<file path="config.mk">
export PLATFORM = sky130hd
export DESIGN_NAME = instr_field_buffer_flat
export DESIGN_NICKNAME = d
export VERILOG_FILES = /design/src/rtl/instr_field_buffer_if.sv /design/src/rtl/instr_field_buffer.sv /design/src/flat_wrapper.sv
export SDC_FILE = /design/constraint.sdc
export NUM_CORES = 1
export LEC_CHECK = 0
export ABC_CLOCK_PERIOD_IN_PS = 4050
export CAP_MARGIN = 5
export CELL_PAD_IN_SITES_DETAIL_PLACEMENT = 0
export CELL_PAD_IN_SITES_GLOBAL_PLACEMENT = 1
export CORE_ASPECT_RATIO = 1.75
export CORE_UTILIZATION = 35
export CTS_CLUSTER_DIAMETER = 120
export DETAILED_ROUTE_END_ITERATION = 7
export HOLD_SLACK_MARGIN = 0.02
export MAX_ROUTING_LAYER = met4
export PLACE_DENSITY_LB_ADDON = 0.1
export SLEW_MARGIN = 10
export SYNTH_ARGS = -nofsm -noshare
export SYNTH_HDL_FRONTEND = slang
export SYNTH_SLANG_ARGS = --single-unit
export TNS_END_PERCENT = 20
</file>
<file path="constraint.sdc">
create_clock -name clk -period 4.05 [get_ports clk]
set_input_delay 0.6075 -clock clk [delete_from_list [all_inputs] [get_ports clk]]
set_output_delay 0.6075 -clock clk [all_outputs]
set_load 0.01 [all_outputs]
</file>
<file path="src/rtl/instr_field_buffer_if.sv">
// instr_field_buffer_if: fetch-side and decode-side handshake bundle of the instruction field buffer
interface instr_field_buffer_if #(parameter int PC_W = 32);
   logic            in_valid;
   logic            in_ready;
   logic [31:0]     in_instr;
   logic [PC_W-1:0] in_pc;
   logic            flush;
   logic            out_valid;
   logic            out_ready;
   logic [5:0]      out_opcode;
   logic [4:0]      out_rs;
   logic [4:0]      out_rt;
   logic [4:0]      out_rd;
   logic [10:0]     out_imm11;
   logic [PC_W-1:0] out_pc;
   logic            out_is_nop;
   modport master (
      output in_valid, in_instr, in_pc, flush, out_ready,
      input  in_ready, out_valid, out_opcode, out_rs, out_rt, out_rd, out_imm11, out_pc, out_is_nop
   );
   modport slave (
      input  in_valid, in_instr, in_pc, flush, out_ready,
      output in_ready, out_valid, out_opcode, out_rs, out_rt, out_rd, out_imm11, out_pc, out_is_nop
   );
endinterface

</file>
<file path="src/rtl/instr_field_buffer.sv">
// instr_field_buffer: two-entry (main + skid) decode buffer splitting the head word into fields; optional INSTR_FIELD_BUFFER_STALL_CNT_EN adds a saturating stall counter
module instr_field_buffer #(
   parameter int PC_W = 32
`ifdef INSTR_FIELD_BUFFER_STALL_CNT_EN
   , parameter int CNT_W = 16
`endif
) (
   input logic clk,
   input logic rst,
   instr_field_buffer_if.slave bus
`ifdef INSTR_FIELD_BUFFER_STALL_CNT_EN
   , output logic [CNT_W-1:0] stall_cnt
`endif
);
   typedef enum logic [1:0] {EMPTY, ONE, TWO} state_t;
   state_t state, state_nx;
   logic [31:0]     main_w, skid_w;
   logic [PC_W-1:0] main_pc, skid_pc;
   logic            accept, deliver;
   assign accept  = bus.in_valid & bus.in_ready;
   assign deliver = bus.out_valid & bus.out_ready;
   // state register; in_ready/out_valid decode straight from it, so they are registered
   always_ff @(posedge clk or posedge rst)
      if (rst) state <= EMPTY;
      else     state <= state_nx;
   // next state; flush wins over any accept/deliver
   always_comb begin
      state_nx = state;
      if (bus.flush) state_nx = EMPTY;
      else case (state)
         EMPTY:   state_nx = accept ? ONE : EMPTY;
         ONE:     state_nx = (accept && !deliver) ? TWO : (deliver && !accept) ? EMPTY : ONE;
         TWO:     state_nx = deliver ? ONE : TWO;
         default: state_nx = EMPTY;
      endcase
   end
   // handshake outputs depend on state only, never on out_ready
   always_comb begin
      bus.in_ready  = state != TWO;
      bus.out_valid = state != EMPTY;
   end
   // main holds the head; skid catches the second word while the head is stalled
   always_ff @(posedge clk or posedge rst)
      if (rst) begin
         main_w  <= '0;
         main_pc <= '0;
         skid_w  <= '0;
         skid_pc <= '0;
      end else if (!bus.flush) begin
         if (accept && (state == EMPTY || deliver)) begin
            main_w  <= bus.in_instr;
            main_pc <= bus.in_pc;
         end else if (state == TWO && deliver) begin
            main_w  <= skid_w;
            main_pc <= skid_pc;
         end
         if (accept && state == ONE && !deliver) begin
            skid_w  <= bus.in_instr;
            skid_pc <= bus.in_pc;
         end
      end
   assign bus.out_opcode = main_w[31:26];
   assign bus.out_rs     = main_w[25:21];
   assign bus.out_rt     = main_w[20:16];
   assign bus.out_rd     = main_w[15:11];
   assign bus.out_imm11  = main_w[10:0];
   assign bus.out_pc     = main_pc;
   assign bus.out_is_nop = (state != EMPTY) && main_w == 32'h0;
`ifdef INSTR_FIELD_BUFFER_STALL_CNT_EN
   // count cycles the head waits on decode, holding at all-ones
   always_ff @(posedge clk or posedge rst)
      if (rst) stall_cnt <= '0;
      else if (bus.out_valid && !bus.out_ready && !(&stall_cnt)) stall_cnt <= stall_cnt + 1'b1;
`endif
endmodule
</file>
<file path="src/flat_wrapper.sv">
// flat-port wrapper written by rule: the top's interface ports become plain ports
module instr_field_buffer_flat 
#(
   parameter int PC_W = 32

)
  (clk, rst, bus_in_valid, bus_in_instr, bus_in_pc, bus_flush, bus_out_ready, bus_in_ready, bus_out_valid, bus_out_opcode, bus_out_rs, bus_out_rt, bus_out_rd, bus_out_imm11, bus_out_pc, bus_out_is_nop);
  instr_field_buffer_if #(.PC_W(PC_W)) bus_i ();
  input logic clk;
  input logic rst;
  input wire logic [$bits(bus_i.in_valid)-1:0] bus_in_valid;
  input wire logic [$bits(bus_i.in_instr)-1:0] bus_in_instr;
  input wire logic [$bits(bus_i.in_pc)-1:0] bus_in_pc;
  input wire logic [$bits(bus_i.flush)-1:0] bus_flush;
  input wire logic [$bits(bus_i.out_ready)-1:0] bus_out_ready;
  output wire logic [$bits(bus_i.in_ready)-1:0] bus_in_ready;
  output wire logic [$bits(bus_i.out_valid)-1:0] bus_out_valid;
  output wire logic [$bits(bus_i.out_opcode)-1:0] bus_out_opcode;
  output wire logic [$bits(bus_i.out_rs)-1:0] bus_out_rs;
  output wire logic [$bits(bus_i.out_rt)-1:0] bus_out_rt;
  output wire logic [$bits(bus_i.out_rd)-1:0] bus_out_rd;
  output wire logic [$bits(bus_i.out_imm11)-1:0] bus_out_imm11;
  output wire logic [$bits(bus_i.out_pc)-1:0] bus_out_pc;
  output wire logic [$bits(bus_i.out_is_nop)-1:0] bus_out_is_nop;
  assign bus_i.in_valid = bus_in_valid;
  assign bus_i.in_instr = bus_in_instr;
  assign bus_i.in_pc = bus_in_pc;
  assign bus_i.flush = bus_flush;
  assign bus_i.out_ready = bus_out_ready;
  assign bus_in_ready = bus_i.in_ready;
  assign bus_out_valid = bus_i.out_valid;
  assign bus_out_opcode = bus_i.out_opcode;
  assign bus_out_rs = bus_i.out_rs;
  assign bus_out_rt = bus_i.out_rt;
  assign bus_out_rd = bus_i.out_rd;
  assign bus_out_imm11 = bus_i.out_imm11;
  assign bus_out_pc = bus_i.out_pc;
  assign bus_out_is_nop = bus_i.out_is_nop;
  instr_field_buffer #(.PC_W(PC_W)) u_core (.clk(clk), .rst(rst), .bus(bus_i));
endmodule
</file>
==> impl_metrics.env <==
export IMPL_outcome="completed"
export IMPL_wirelength_met1_um=7270
export IMPL_final_cells=884
export IMPL_max_stage_delay_ns=0.58
export IMPL_ys_ff_latch=130
export IMPL_setup_slack_ns=1.19
export IMPL_viasPerCell=5.34
export IMPL_yosys_mux_area_fraction=0.155
export IMPL_synthCells=528
export IMPL_finalCritPeriodShare=0.705
export IMPL_pin_count=136
export IMPL_drtIter0Drc=165
export IMPL_hold_end="u_core.skid_pc[30]$_DFFE_PP0P_"
export IMPL_maxCapViolCount=0
export IMPL_synthAdderAreaFrac=0
export IMPL_synth_simple_gate_area_frac=0.0606
export IMPL_leakagePower_nw=3.81
export IMPL_drive_gt1_frac=0.167
export IMPL_ctsResizeCount=0
export IMPL_start_util=0.361
export IMPL_cp_cell_sequence="nor4_1, nand4_1, nor3_1, clkdlybuf4s50_1"
export IMPL_final_cell_mix="clkdlybuf4s50_1 (135), dfrtp_1 (130), a211oi_1 (65), nor2_1 (65)"
export IMPL_cts_tree="built"
export IMPL_power_total_w=0.00440
export IMPL_synth_compound_area_frac=0.174
export IMPL_postSynthAreaPerCell_um2=11.7
export IMPL_cts_setup_buffers=0
export IMPL_grt_setup_unrepaired="false"
export IMPL_die_h_um=178
export IMPL_grt_pass1_vias=5106
export IMPL_grt_pass1_wl_um=28200
export IMPL_synthXorXnorAreaFrac=0
export IMPL_clk_path_buf_depth=2
export IMPL_antenna_found_initial=0
export IMPL_async_flop_share=1.00
export IMPL_worst_r2r_endpoint="u_core.skid_pc[10]$_DFFE_PP0P_"
export IMPL_synth_warning_count=0
export IMPL_grtUsageTotal=0.212
export IMPL_synth_flop_cell="dfrtp_1"
export IMPL_crit_required_ns=3.44
export IMPL_synth_area_um2=6170
export IMPL_syn_to_final_growth_pct=34.5
export IMPL_wl_met3_um=663
export IMPL_routed_wl_um=17500
export IMPL_overflow=0
export IMPL_fmax_mhz=350
export IMPL_seq_area_um2=3250
export IMPL_slew_headroom=0.417
export IMPL_setup_worst_path_end_class="output port"
export IMPL_tightest_slew_ns=0.872
export IMPL_postCtsHoldBufs=0
export IMPL_syn_num_nets=597
export IMPL_core_um2=17100
export IMPL_final_common_cell="clkdlybuf4s50_1"
export IMPL_worstSetupStartpointType="register"
export IMPL_multi_input_area_um2=2430
export IMPL_ys_seq_area_frac=0.527
export IMPL_drcViolationCount=0
export IMPL_min_period_ns=2.86
export IMPL_hp_start="u_core.skid_pc[30]$_DFFE_PP0P_"
export IMPL_ir_worst_vdd_uv=224
export IMPL_clk_pin_slew_ns=0.06
export IMPL_hold_class="register to register"
export IMPL_n_antenna_cell=0
export IMPL_gp_congestion=0.728
export IMPL_cts_sinks=130
export IMPL_dieArea_um2=18200
export IMPL_clk_latency_ns=0.41
export IMPL_std_cell_rows=63
export IMPL_hold_path_depth=1
export IMPL_finalClockSkew_ns=0.0116
export IMPL_grt_max_degree=65
export IMPL_cp_data_arrival_time_ns=2.25
export IMPL_drv_slew=0
export IMPL_reg2regPathDepth=4
export IMPL_hpwl_um=10900
export IMPL_routedWlPerCell_um=19.8
export IMPL_dr_wl_met2_um=9350
export IMPL_cts_buffers=17
export IMPL_hold_ws_ns=0.496
export IMPL_synth_top_family_by_area="compound AO/OA/AOI/OAI gates"
export IMPL_p_per_area_nw_per_um2=530
export IMPL_ant_nets=0
export IMPL_setup_viol=0
export IMPL_hold_viol=0
export IMPL_cp_max_fo=3
export IMPL_cp_slowest_cell="clkdlybuf4s50_1"
export IMPL_r2r_setup_slack_ns=1.85
export IMPL_cts_max_level=4
export IMPL_root_buffer="clkbuf_16"
export IMPL_nFillCells=1620
export IMPL_tns_ns=0
export IMPL_layout_nets=713
export IMPL_r2r_start="u_core.state[1]$_DFF_PP0_"
export IMPL_crit_type="register to output port"
export IMPL_firstDrtPassIters=4
export IMPL_synth_edff_count=0
export IMPL_top_layer_used="met4"
export IMPL_synth_distinct_cells=26
export IMPL_num_vias=4718
export IMPL_die_w_um=102
export IMPL_dp_cells=852
export IMPL_port_buffers=135
export IMPL_place_ws_ns=1.16
-- synthesized netlist by cell type, types with 2 or more instances --
cell type  number  share of area
inv_1          65          0.040
a311oi_1       64          0.091
mux2_1          4         0.0073
nor4_1          8         0.0081
nand2b_1        2         0.0020
buf_4           4         0.0049
buf_6           8          0.015
nand2_1         3         0.0018
buf_2           7         0.0057
a211oi_1       65          0.079
nor2_1         65          0.040
dfrtp_1       130           0.53
clkbuf_1       31          0.019
mux2_4         60           0.15
-- cell families after synthesis --
logic type / Yosys count
compound gates: 132
flops: 130
buf+inv: 115
simple gates: 86
mux: 65
-- power breakdown --
group / leakage, nW / switching, W / internal [W]
Sequential: 1.51 / 0.000219 / 0.00161
Clock: 0.287 / 0.000617 / 0.000977
Combinational: 2.02 / 0.000370 / 0.000604
-- registers in the layout, indices dropped and copies added (netlist names) --
name               cells
u_core.bus.out_pc     32
u_core.main_w         32
u_core.skid_pc        32
u_core.skid_w         32
u_core.state           2
-- through the flow --
step | util | instance area (um^2)
after floorplan | - | 6170
after CTS | 0.485 | 8300
final | 0.485 | 8300
after detailed placement | 0.450 | 7690
after global routing | 0.485 | 8300
after global placement | 0.450 | 7690
-- worst max-delay path, delay by kind of cell, from the launching register on --
kind	cells	cell delay, ns
buf+inv	1	0.58
flops	1	0.42
simple gates	3	0.84
-- worst max-delay path by stage --
stage                                 startpoint                                to  cells past startpoint
global route        u_core.main_w[8]$_DFFE_PP0P_                    bus_out_is_nop                      4
finish              u_core.main_w[0]$_DFFE_PP0P_                    bus_out_is_nop                      4
global placement                   bus_out_ready     u_core.skid_pc[7]$_DFFE_PP0P_                      4
detailed placement                 bus_out_ready     u_core.skid_pc[8]$_DFFE_PP0P_                      4
floorplan                                    rst  u_core.bus.out_pc[0]$_DFFE_PP0P_                      1
CTS                 u_core.main_w[8]$_DFFE_PP0P_                    bus_out_is_nop                      4
-- area by class of cell --
class | count | area share
Multi-Input combinational cell | 283 | 0.293
Sequential cell | 130 | 0.392
Clock inverter | 14 | 0.0216
Inverter | 65 | 0.0298
Tap cell | 227 | 0.0342
Clock buffer | 18 | 0.0517
Timing Repair Buffer | 147 | 0.178
-- layer usage --
layer,GRT usage,vias up
met4,0.0637,0
met2,0.365,114
met5,-,-
li1,-,2151
met3,0.0473,12
met1,0.241,2441
Power figures use the tool's default switching activity.
